`config.mk`:
```
export PLATFORM = sky130hd
export DESIGN_NAME = fifo_rd_stream
export DESIGN_NICKNAME = d
export VERILOG_FILES = /design/src/rtl/fifo_stream_pkg.sv /design/src/rtl/fifo_rd_stream_skid.sv /design/src/rtl/fifo_rd_stream.sv
export SDC_FILE = /design/constraint.sdc
export NUM_CORES = 1
export LEC_CHECK = 0
export CORE_ASPECT_RATIO = 0.8
export CORE_MARGIN = 2
export CORE_UTILIZATION = 53
export DETAILED_ROUTE_END_ITERATION = 6
export PLACE_DENSITY = 0.79
export SLEW_MARGIN = 20
export SYNTH_ARGS = -nofsm -noshare
export SYNTH_HDL_FRONTEND = slang
export SYNTH_SLANG_ARGS = --single-unit
```
`constraint.sdc`:
```
create_clock -name i_Clk -period 3.43 [get_ports i_Clk]
set_input_delay 0.343 -clock i_Clk [delete_from_list [all_inputs] [get_ports i_Clk]]
set_output_delay 0.343 -clock i_Clk [all_outputs]
set_load 0.05 [all_outputs]
```
`src/rtl/fifo_stream_pkg.sv`:
```
// Shared sizing helpers for the FIFO read-side stream adapter.
package fifo_stream_pkg;

    function automatic int buf_depth(input int rd_latency);
        return rd_latency + 1;
    endfunction

    function automatic int occ_width(input int depth);
        return $clog2(depth + 1);
    endfunction

    function automatic int ptr_width(input int depth);
        return (depth > 1) ? $clog2(depth) : 1;
    endfunction

    function automatic int inflight_width(input int rd_latency);
        return $clog2(rd_latency + 1);
    endfunction

endpackage

```
`src/rtl/fifo_rd_stream_skid.sv`:
```
// Circular skid buffer: DEPTH entries with push at the tail, pop at the head and an occupancy count.
module fifo_rd_stream_skid
    import fifo_stream_pkg::*;
#(
    parameter int WIDTH = 8,
    parameter int DEPTH = 3,
    parameter int OCC_W = 2
) (
    input  logic             i_Clk,
    input  logic             i_Rst,
    input  logic             i_Push,
    input  logic [WIDTH-1:0] i_Push_Data,
    input  logic             i_Pop,
    output logic             o_Valid,
    output logic [WIDTH-1:0] o_Data,
    output logic [OCC_W-1:0] o_Occ
);

    localparam int PTR_W = ptr_width(DEPTH);
    localparam logic [PTR_W-1:0] LAST_PTR = PTR_W'(DEPTH - 1);

    logic [WIDTH-1:0] mem_q [DEPTH];
    logic [WIDTH-1:0] mem_d [DEPTH];
    logic [PTR_W-1:0] head_q, head_d;
    logic [PTR_W-1:0] tail_q, tail_d;
    logic [OCC_W-1:0] occ_q, occ_d;

    function automatic logic [PTR_W-1:0] next_ptr(input logic [PTR_W-1:0] p);
        return (p == LAST_PTR) ? '0 : p + PTR_W'(1);
    endfunction

    // Next-state for storage, pointers and occupancy.
    always_comb begin
        mem_d = mem_q;
        if (i_Push) begin
            mem_d[tail_q] = i_Push_Data;
            tail_d        = next_ptr(tail_q);
        end else begin
            tail_d = tail_q;
        end
        if (i_Pop) begin
            head_d = next_ptr(head_q);
        end else begin
            head_d = head_q;
        end
        case ({i_Push, i_Pop})
            2'b10:   occ_d = occ_q + OCC_W'(1);
            2'b01:   occ_d = occ_q - OCC_W'(1);
            default: occ_d = occ_q;
        endcase
    end

    // Buffer state registers.
    always_ff @(posedge i_Clk or posedge i_Rst) begin
        if (i_Rst) begin
            for (int i = 0; i < DEPTH; i++) begin
                mem_q[i] <= '0;
            end
            head_q <= '0;
            tail_q <= '0;
            occ_q  <= '0;
        end else begin
            mem_q  <= mem_d;
            head_q <= head_d;
            tail_q <= tail_d;
            occ_q  <= occ_d;
        end
    end

`ifndef SYNTHESIS
    // A capture into a full buffer without a simultaneous pop means the credit logic is broken.
    always_ff @(posedge i_Clk) begin
        if (!i_Rst && i_Push && !i_Pop && (occ_q == OCC_W'(DEPTH))) begin
            $error("fifo_rd_stream_skid: write into full buffer");
        end
    end
`endif

    assign o_Valid = (occ_q != '0);
    assign o_Data  = mem_q[head_q];
    assign o_Occ   = occ_q;

endmodule

```
`src/rtl/fifo_rd_stream.sv`:
```
// Read-side adapter turning a fixed-latency FIFO read port into a valid/ready stream.
// Optional packet framing (o_Tx_Last, i_Pkt_Len) is built when FIFO_RD_STREAM_LAST_EN is defined.
module fifo_rd_stream
    import fifo_stream_pkg::*;
#(
    parameter int WIDTH      = 8,
    parameter int RD_LATENCY = 2
`ifdef FIFO_RD_STREAM_LAST_EN
    ,
    parameter int LEN_W      = 16
`endif
) (
    input  logic             i_Clk,
    input  logic             i_Rst,
    output logic             o_Rd_En,
    input  logic             i_Empty,
    input  logic [WIDTH-1:0] i_Rd_Data,
    output logic             o_Tx_DV,
    output logic [WIDTH-1:0] o_Tx_Data,
    input  logic             i_Tx_Ready,
    output logic             o_Busy
`ifdef FIFO_RD_STREAM_LAST_EN
    ,
    input  logic [LEN_W-1:0] i_Pkt_Len,
    output logic             o_Tx_Last
`endif
);

    localparam int DEPTH = buf_depth(RD_LATENCY);
    localparam int OCC_W = occ_width(DEPTH);
    localparam int FL_W  = inflight_width(RD_LATENCY);
    localparam int SUM_W = OCC_W + 1;

    logic [RD_LATENCY-1:0] sr_q, sr_d;
    logic [FL_W-1:0]       inflight_s;
    logic [OCC_W-1:0]      occ_s;
    logic [SUM_W-1:0]      credit_s;
    logic                  pop_s;
    logic                  rd_en_s;

    fifo_rd_stream_skid #(
        .WIDTH (WIDTH),
        .DEPTH (DEPTH),
        .OCC_W (OCC_W)
    ) u_skid (
        .i_Clk       (i_Clk),
        .i_Rst       (i_Rst),
        .i_Push      (sr_q[RD_LATENCY-1]),
        .i_Push_Data (i_Rd_Data),
        .i_Pop       (pop_s),
        .o_Valid     (o_Tx_DV),
        .o_Data      (o_Tx_Data),
        .o_Occ       (occ_s)
    );

    // Credit counts the same-cycle pop so throughput resumes without a bubble after a stall.
    always_comb begin
        pop_s      = o_Tx_DV & i_Tx_Ready;
        inflight_s = '0;
        for (int i = 0; i < RD_LATENCY; i++) begin
            inflight_s = inflight_s + FL_W'(sr_q[i]);
        end
        credit_s = SUM_W'(occ_s) + SUM_W'(inflight_s) - SUM_W'(pop_s);
        rd_en_s  = ~i_Empty & (credit_s < SUM_W'(DEPTH));
        sr_d     = sr_q << 1;
        sr_d[0]  = rd_en_s;
    end

    // In-flight read tracking.
    always_ff @(posedge i_Clk or posedge i_Rst) begin
        if (i_Rst) begin
            sr_q <= '0;
        end else begin
            sr_q <= sr_d;
        end
    end

    assign o_Rd_En = rd_en_s;
    assign o_Busy  = (occ_s != '0) | (sr_q != '0);

`ifdef FIFO_RD_STREAM_LAST_EN
    logic [LEN_W-1:0] beat_q, beat_d;
    logic [LEN_W-1:0] len_q, len_d;
    logic [LEN_W-1:0] eff_len_s;
    logic             last_s;

    // At a packet start the live length applies; later beats use the latched copy.
    always_comb begin
        eff_len_s = (beat_q == '0) ? i_Pkt_Len : len_q;
        last_s    = o_Tx_DV & (eff_len_s != '0) & (beat_q == eff_len_s - LEN_W'(1));
        if (pop_s) begin
            if (beat_q == '0) begin
                len_d = i_Pkt_Len;
            end else begin
                len_d = len_q;
            end
            if (last_s || (eff_len_s == '0)) begin
                beat_d = '0;
            end else begin
                beat_d = beat_q + LEN_W'(1);
            end
        end else begin
            len_d  = len_q;
            beat_d = beat_q;
        end
    end

    // Packet beat counter and latched length.
    always_ff @(posedge i_Clk or posedge i_Rst) begin
        if (i_Rst) begin
            beat_q <= '0;
            len_q  <= '0;
        end else begin
            beat_q <= beat_d;
            len_q  <= len_d;
        end
    end

    assign o_Tx_Last = last_s;
`endif

endmodule

```
## Word-level counts from Yosys, hierarchy flattened

Index checks and enable logic that the tools add are counted.

- Add/subtract/negate cells: 7
- Magnitude comparators: 4
- Eq/ne operators: 4
- Muxes and demuxes: 9
- Bitwise gates (word level): 6
- Reductions and logical operators: 4

Operators by type and width:

| operator | count |
|---|---|
| $bwmux 24 | 1 |
| $mux 8 | 3 |
| $bmux 8 s2 | 1 |
| $demux 8 s2 | 1 |
| $add 2x1->2 const B | 3 |
| $eq 2x2->1 const B | 3 |
| $ge 3x3->1 const B | 2 |
| $not 2->3 | 2 |
| $reduce_bool 2->1 | 3 |
| $mux 2 | 2 |
| $pmux 2 s2 | 1 |
| $add 2x2->3 | 1 |
| $lt 3x1->1 const B | 1 |
| $lt 3x2->1 const B | 1 |
| $sub 3x1->3 | 1 |
| $add 1x1->2 | 1 |
| $and 1x1->1 | 2 |
| $eq 2x1->1 const B | 1 |
| $sub 2x1->2 const B | 1 |
| $logic_and 1x1->1 | 1 |
| $not 1->1 | 1 |
| $or 1x1->1 | 1 |

- Register bits after elaboration: 32
- Input port bits: 12
- Output and inout port bits: 11
- Word-level logic and storage cells: 41

## Logic depth before layout (Yosys ltp)

Gate-level depths: netlist (run 1).

- Word-level depth: 6
- Depth in mapped cells: 9

## Hierarchy

A second synthesis (run 1) with hierarchy kept.

- Cell total of the unflattened synthesis: 118
- Area total of the unflattened synthesis: 1,521.5 um2

By module, submodules not included:

| module | instances | cells each | area an instance (um2) | sequential area each (um2) |
|---|---|---|---|---|
| fifo_rd_stream_skid | 1 | 101 | 1,360.1 | 750.7 |
| fifo_rd_stream | 1 | 17 | 161.4 | 50.0 |

## Least setup slack after synthesis (run 1)

No wires, ideal clock.

- Kind: reg-to-output
- Start: reg u_skid.occ_q[0], in the netlist u_skid.o_Occ[0]
- End: out o_Rd_En
- Arrival: 3.315 ns
- Data required time: 3.087 ns
- Slack: -0.228 ns
- Stages on the path, launching flop included: 10
- Path buffers: 0
- Path through: dfrtp_1 o21ai_0 inv_1 ha_1 fa_1 inv_1 fa_1 inv_1 o22ai_1 a211oi_1

- Cells in the longest elaborated chain, start to end: 5
- Elaborated cells between the ends (all ways): 6
- Those cells by class: 2 x add/sub; 1 x order compare; 2 x bitwise; 1 x reduce/logical

RTL lines:

| item | line | text |
|---|---|---|
| start: declaration | fifo_rd_stream_skid.sv:26 | `logic [OCC_W-1:0] occ_q, occ_d;` |
| start signal: assignment | fifo_rd_stream_skid.sv:61 | `occ_q <= '0;` |
| start signal: assignment | fifo_rd_stream_skid.sv:66 | `occ_q <= occ_d;` |
| $reduce_bool 2->1 | fifo_rd_stream_skid.sv:79 | `assign o_Valid = (occ_q != '0);` |
| $and 1x1->1 | fifo_rd_stream.sv:58 | `pop_s = o_Tx_DV & i_Tx_Ready;` |
| net pop_s | fifo_rd_stream.sv:38 | `logic pop_s;` |
| $sub 3x1->3 | fifo_rd_stream.sv:63 | `credit_s = SUM_W'(occ_s) + SUM_W'(inflight_s) - SUM_W'(pop_s);` |
| $lt 3x2->1 | fifo_rd_stream.sv:64 | `rd_en_s = ~i_Empty & (credit_s < SUM_W'(DEPTH));` |
| $and 1x1->1 | fifo_rd_stream.sv:64 |  |
| end: declaration | fifo_rd_stream.sv:15 | `output logic o_Rd_En,` |

The timed path passes the listed nets, and every way through them passes these cells.

## Final worst setup path (run 1)

Same ends and word-level chain as after synthesis.

==> summary.md, run 1 <==
| Metric | Value |
|---|---|
| Status | `finished clean` |
| CTS Sinks | `32` |
| Hold buffers post-CTS | `0` |
| Min Clock Period, post-route | `3.25 ns` |
| Die X | `63.9 microns` |
| CTS Buffer Depth | `2` |
| Cell with the most instances after synthesis | `dfrtp_1` |
| Initial core utilization | `0.554` |
| Synthesis Warnings | `0` |
| H-tree levels | `2` |
| Synth Cell Area | `1520 sq um` |
| CP max FO | `4` |
| Fillers | `198` |
| Layout area overhead | `22.7%` |
| CTS tree | `yes` |
| R2R Path End | `sr_q[0]` |
| EDFF count, synth | `0` |
| First-pass GRT wire length | `5060 microns` |
| Layout cell share with drive strength beyond 1 | `0.274` |
| Seq/Total Area, Yosys | `0.527` |
| Max Cap Viol | `0` |
| Ant diodes | `0` |
| Worst slew margin | `0.488` |
| Area of the multi-input gates | `674 sq um` |
| Post-Layout Cell Count | `184` |
| Num rows | `17` |
| Setup slack after placement | `0.185 ns` |
| Placed cells | `175` |
| Iteration-0 DRC Markers | `44` |
| Synth Flop Type | `dfrtp_1` |
| Largest area contributor in the netlist | `dfrtp_1` |
| Worst r2r src | `u_skid.o_Occ[0]` |
| Vias in the first global route | `1077` |
| Worst min path class | `input pin to async pin` |
| Tot GR Track Use | `0.214` |
| Syn_nets | `135` |
| Placed Area | `1780 sq um` |
| Final hold violation count | `0` |
| Crit path DAT | `2.91 ns` |
| Detailed-route wire length | `3040 microns` |
| Clk_lat worst skew | `0.34 ns` |
| Root Buffer | `clkbuf_4` |
| Post-route DRC | `0` |
| Startpoint type of the worst setup path | `flop` |
| Setup TNS Final | `0 ns` |
| I/O Pins | `23` |
| Fin crit share | `0.948` |
| Depth of the most critical reg-to-reg path | `9` |
| Setup ws final | `0.177 ns` |
| Top cells by count, synth | `dfrtp_1, mux2_2, nand2_1` |
| Wire per inst | `16.5 microns` |
| Num CTS Buffers | `5` |
| Top-area cell type share of the netlist area | `0.527` |
| Die span in y | `51.9 microns` |
| WP data required | `3.09 ns` |
| Initial antenna violation count | `0` |
| Final setup fails | `0` |
| Core ar. | `2740 sq um` |
| Die area | `3320 sq um` |
| Pre-Repair DR Iteration Count | `4` |
| Largest cells by area after synthesis | `dfrtp_1, mux2_2, mux2_4` |
| Avg Cell Area, Syn | `12.8 sq um` |
| Skew final | `0.0112 ns` |
| Pin slew with the least headroom to its limit | `0.768 ns` |
| Synth Register Bits | `32` |
| RSZ-0062 raised after global routing | `false` |
| Worst reg-to-reg setup slack | `0.92 ns` |
| Storage cell area | `802 sq um` |
| Vias | `980` |
| Worst setup path class | `flop to primary output` |
| Asr flop ratio synth | `1.00` |
| Post-synthesis instance total | `119` |
| Overflow left after global routing | `0` |
| Port Buffers | `22` |
| Reg clk slew, reported paths | `0.09 ns` |
| Crit end category | `primary output` |
| Routability Congestion | `0.892` |
| Netlist cell types | `24` |
| Post-route ant nets | `0` |
| Pins Over Slew Limit | `0` |
| Nets | `161` |
| Routed vias/inst | `5.33` |
| Post-route cell area | `1870 sq um` |
| Pin count of the biggest net entering global routing | `33` |
| Peak Freq | `0.307 GHz` |
| Dpl hpwl | `2040 microns` |
kinds of logic after synthesis:
group / count (synthesis) / synth area share
xor+xnor: 3 / 0.0173
flops: 32 / 0.527
simple gates: 18 / 0.0593
fa+ha+maj: 4 / 0.0428
mux: 32 / 0.250
buf+inv: 15 / 0.0436
compound gates: 15 / 0.0601
cell type report:
class	count	area share
Multi-Input combinational cell	72	0.362
Sequential cell	32	0.430
Clock buffer	8	0.0315
Inverter	10	0.0201
Tap cell	38	0.0255
Timing Repair Buffer	24	0.131
critical path, stage by stage, from the launching register on:
cell,delay (ns)
dfrtp_2,0.45
o21ai_2,0.23
inv_1,0.14
ha_4,0.28
fa_1,0.35
inv_1,0.08
fa_1,0.41
inv_1,0.07
o22ai_1,0.08
a211oi_2,0.32
buf_12,0.18
worst max-delay path by stage:
stage | end | start | depth (start not counted)
finish | o_Rd_En | u_skid.o_Occ[0] | 10
global route | o_Rd_En | u_skid.o_Occ[0] | 10
CTS | o_Rd_En | u_skid.o_Occ[1] | 10
detailed placement | o_Rd_En | i_Tx_Ready | 11
global placement | o_Rd_En | i_Tx_Ready | 11
floorplan | o_Rd_En | u_skid.o_Occ[1] | 9
sequential cells by signal, indices dropped and copies added, names as in the netlist:
name / count
u_skid.mem_q: 24
u_skid.tail_q: 2
u_skid.head_q: 2
u_skid.o_Occ: 2
sr_q: 2
routing by layer:
layer  GRT usage  up-vias  wire, microns
met3      0.0693        6            133
met1       0.255      491           1310
met4      0.0906        0             44
met2       0.359       22           1550
met5           0        -              0
li1            -      461              -
stage by stage:
stage | hold slack [ns] | util
final | 0.394 | 0.680
after global routing | 0.431 | 0.680
after CTS | 0.388 | 0.671
after detailed placement | 0.379 | 0.649
after global placement | 0.389 | 0.649
after floorplan | 0.354 | -
placed cells by master, fill, tap and decap left out, drive strengths merged:
cell / n
dfrtp: 32
mux2: 24
clkdlybuf4s50: 21
nand2: 11
inv: 10
mux2i: 8
clkbuf: 8
o22ai: 7
o21ai: 5
xnor2: 3
buf: 3
a21o: 2
fa: 2
nor3: 2
ha: 2
nand3: 1
or3: 1
nor2: 1
nor2b: 1
a211oi: 1
nand4: 1
repair_timing:
action	CTS	global route
gates resized for setup	1	3
pin swaps	0	2
buffers inserted	0	1
endpoints found under the setup margin	1	1
Power of run 1 is left out: the tool's default activity adds up to more than one toggle a clock period on the data nets, which glitch-free logic cannot reach.
==> run 2, diff against run 1 <==
CORE_MARGIN = not set   (was 2)
CORE_UTILIZATION = 55   (was 53)
DONT_BUFFER_PORTS = 1   (was not set)
PLACE_DENSITY = 0.7   (was 0.79)
==> summary.md, run 2 (same netlist as run 1, synthesis figures left out) <==
| Metric | Value |
|---|---|
| Worst Path Buf+Inv | `4` |
| Worst slew margin | `0.362` |
| Overflow left after global routing | `0` |
| Pin slew with the least headroom to its limit | `0.950 ns` |
| Vias in the first global route | `971` |
| Largest register FFs | `24` |
| CTS Sinks | `32` |
| CTS Buffer Depth | `2` |
| First-pass GRT wire length | `4440 microns` |
| Nets | `147` |
| Layout area overhead | `11.8%` |
| Num rows | `16` |
| Critical-path top delay cell | `dfrtp_1` |
| Pre-Repair DR Iteration Count | `4` |
| CP max FO | `4` |
| Fin crit share | `0.925` |
| Vias | `909` |
| Startpoint type of the worst setup path | `flop` |
| Layout cell share with drive strength beyond 1 | `0.348` |
| Detailed-route wire length | `2610 microns` |
| Post-route ant nets | `0` |
| I/O Pins | `23` |
| Routability Congestion | `0.896` |
| Die X | `60.8 microns` |
| Core ar. | `2520 sq um` |
| Die area | `2980 sq um` |
| H-tree levels | `2` |
| Worst reg-to-reg setup slack | `1.08 ns` |
| Cell mode on critical path | `inv_1` |
| Crit path cell chain | `o21ai_2, inv_1, ha_1, fa_1, inv_1, fa_1, inv_1, o22ai_1, a211oi_2, buf_4` |
| Tot GR Track Use | `0.216` |
| Setup TNS Final | `0 ns` |
| Clk_lat worst skew | `0.33 ns` |
| Post-route DRC | `0` |
| Root Buffer | `clkbuf_4` |
| Die span in y | `49.0 microns` |
| Most common cell after layout, fill and taps aside | `dfrtp_1` |
| Min Clock Period, post-route | `3.17 ns` |
| Skew final | `0.00687 ns` |
| Pin count of the biggest net entering global routing | `33` |
| Worst min path class | `input pin to flop` |
| Worst setup path class | `flop to primary output` |
| Wire per inst | `15.6 microns` |
| CP delay by family, top | `adder cells` |
| RSZ-0062 raised after global routing | `false` |
| CTS tree | `yes` |
| Reg with most FFs | `u_skid.mem_q` |
| Ant diodes | `0` |
| Final hold violation count | `0` |
| Fillers | `189` |
| Post-CTS Setup Inserts | `0` |
| Initial core utilization | `0.603` |
| Port Buffers | `0` |
| Status | `finished clean` |
| Max incr delay on CP | `0.43 ns` |
| Initial antenna violation count | `0` |
| Num CTS Buffers | `5` |
| Max Cap Viol | `0` |
| Crit end category | `primary output` |
| WP data required | `3.09 ns` |
| Commonest non-fill, non-tap cells in the layout | `dfrtp_1, mux2_2, nand2_1` |
| Iteration-0 DRC Markers | `21` |
| Peak Freq | `0.315 GHz` |
| Crit path DAT | `2.83 ns` |
| Routed vias/inst | `5.41` |
| Reg clk slew, reported paths | `0.10 ns` |
| Dpl hpwl | `1810 microns` |
| Final setup fails | `0` |
| Pins Over Slew Limit | `0` |
-- run 2: cell count changes in the layout (fill, tap and decap cells not counted), sizes merged --
cell / delta
buf: +6
bufinv: +1
clkbuf: -2
clkdlybuf4s50: -21
clkinv: +1
dlygate4sd3: +1
-- run 2: routing by layer --
layer,GRT usage,up-vias,part of all wire
met3,0.0690,5,0.042
met1,0.266,453,0.47
li1,-,437,-
met5,0,-,0
met4,0.102,0,0.016
met2,0.341,14,0.47
-- run 2: layout make-up --
type	instances	area [sq um]	share of cell area
tap	36	45.0	0.0265
multi-input combinational	72	662	0.390
inverter	10	37.5	0.0221
sequential	32	801	0.471
timing repair buffer	10	77.6	0.0457
clock inverter	2	35.0	0.0206
clock buffer	6	41.3	0.0243
-- run 2: what timing repair did --
item                                   in CTS  in global routing
endpoints found under the hold margin      30                  0
setup endpoints to repair                   0                  1
hold buffers                                1                  0
gates resized for setup                     0                  2
-- run 2: metrics by stage --
stage	cells	cell area, sq um	setup WS (ns)	hold WS (ns)	util
floorplan	119	1530	0.270	0.354	-
global placement	159	1610	0.515	0.397	0.638
detailed placement	159	1610	0.390	0.349	0.638
CTS	168	1700	0.0416	0.0510	0.672
global route	168	1700	0.0348	0.0457	0.674
finish	168	1700	0.258	0.0672	0.674
-- run 2: worst paths after layout --
kind | startpoint | to | depth (start not counted)
max | u_skid.o_Occ[1] | o_Rd_En | 10
min | i_Empty | sr_q[0] | 1
max reg2reg | u_skid.o_Occ[1] | sr_q[0] | 9
min reg2reg | sr_q[0] | sr_q[1] | 0
max in group asynchronous | i_Rst | u_skid.mem_q[2] | 3
min in group asynchronous | i_Rst | sr_q[0] | 2
-- run 2: worst reg2reg max path, stage by stage, from the launching register on --
cell	delay [ns]
dfrtp_1	0.43
o21ai_2	0.22
inv_1	0.10
ha_1	0.35
fa_1	0.37
inv_1	0.07
fa_1	0.40
inv_1	0.07
o22ai_1	0.08
a211oi_2	0.18
Power of run 2 is left out for the same reason.
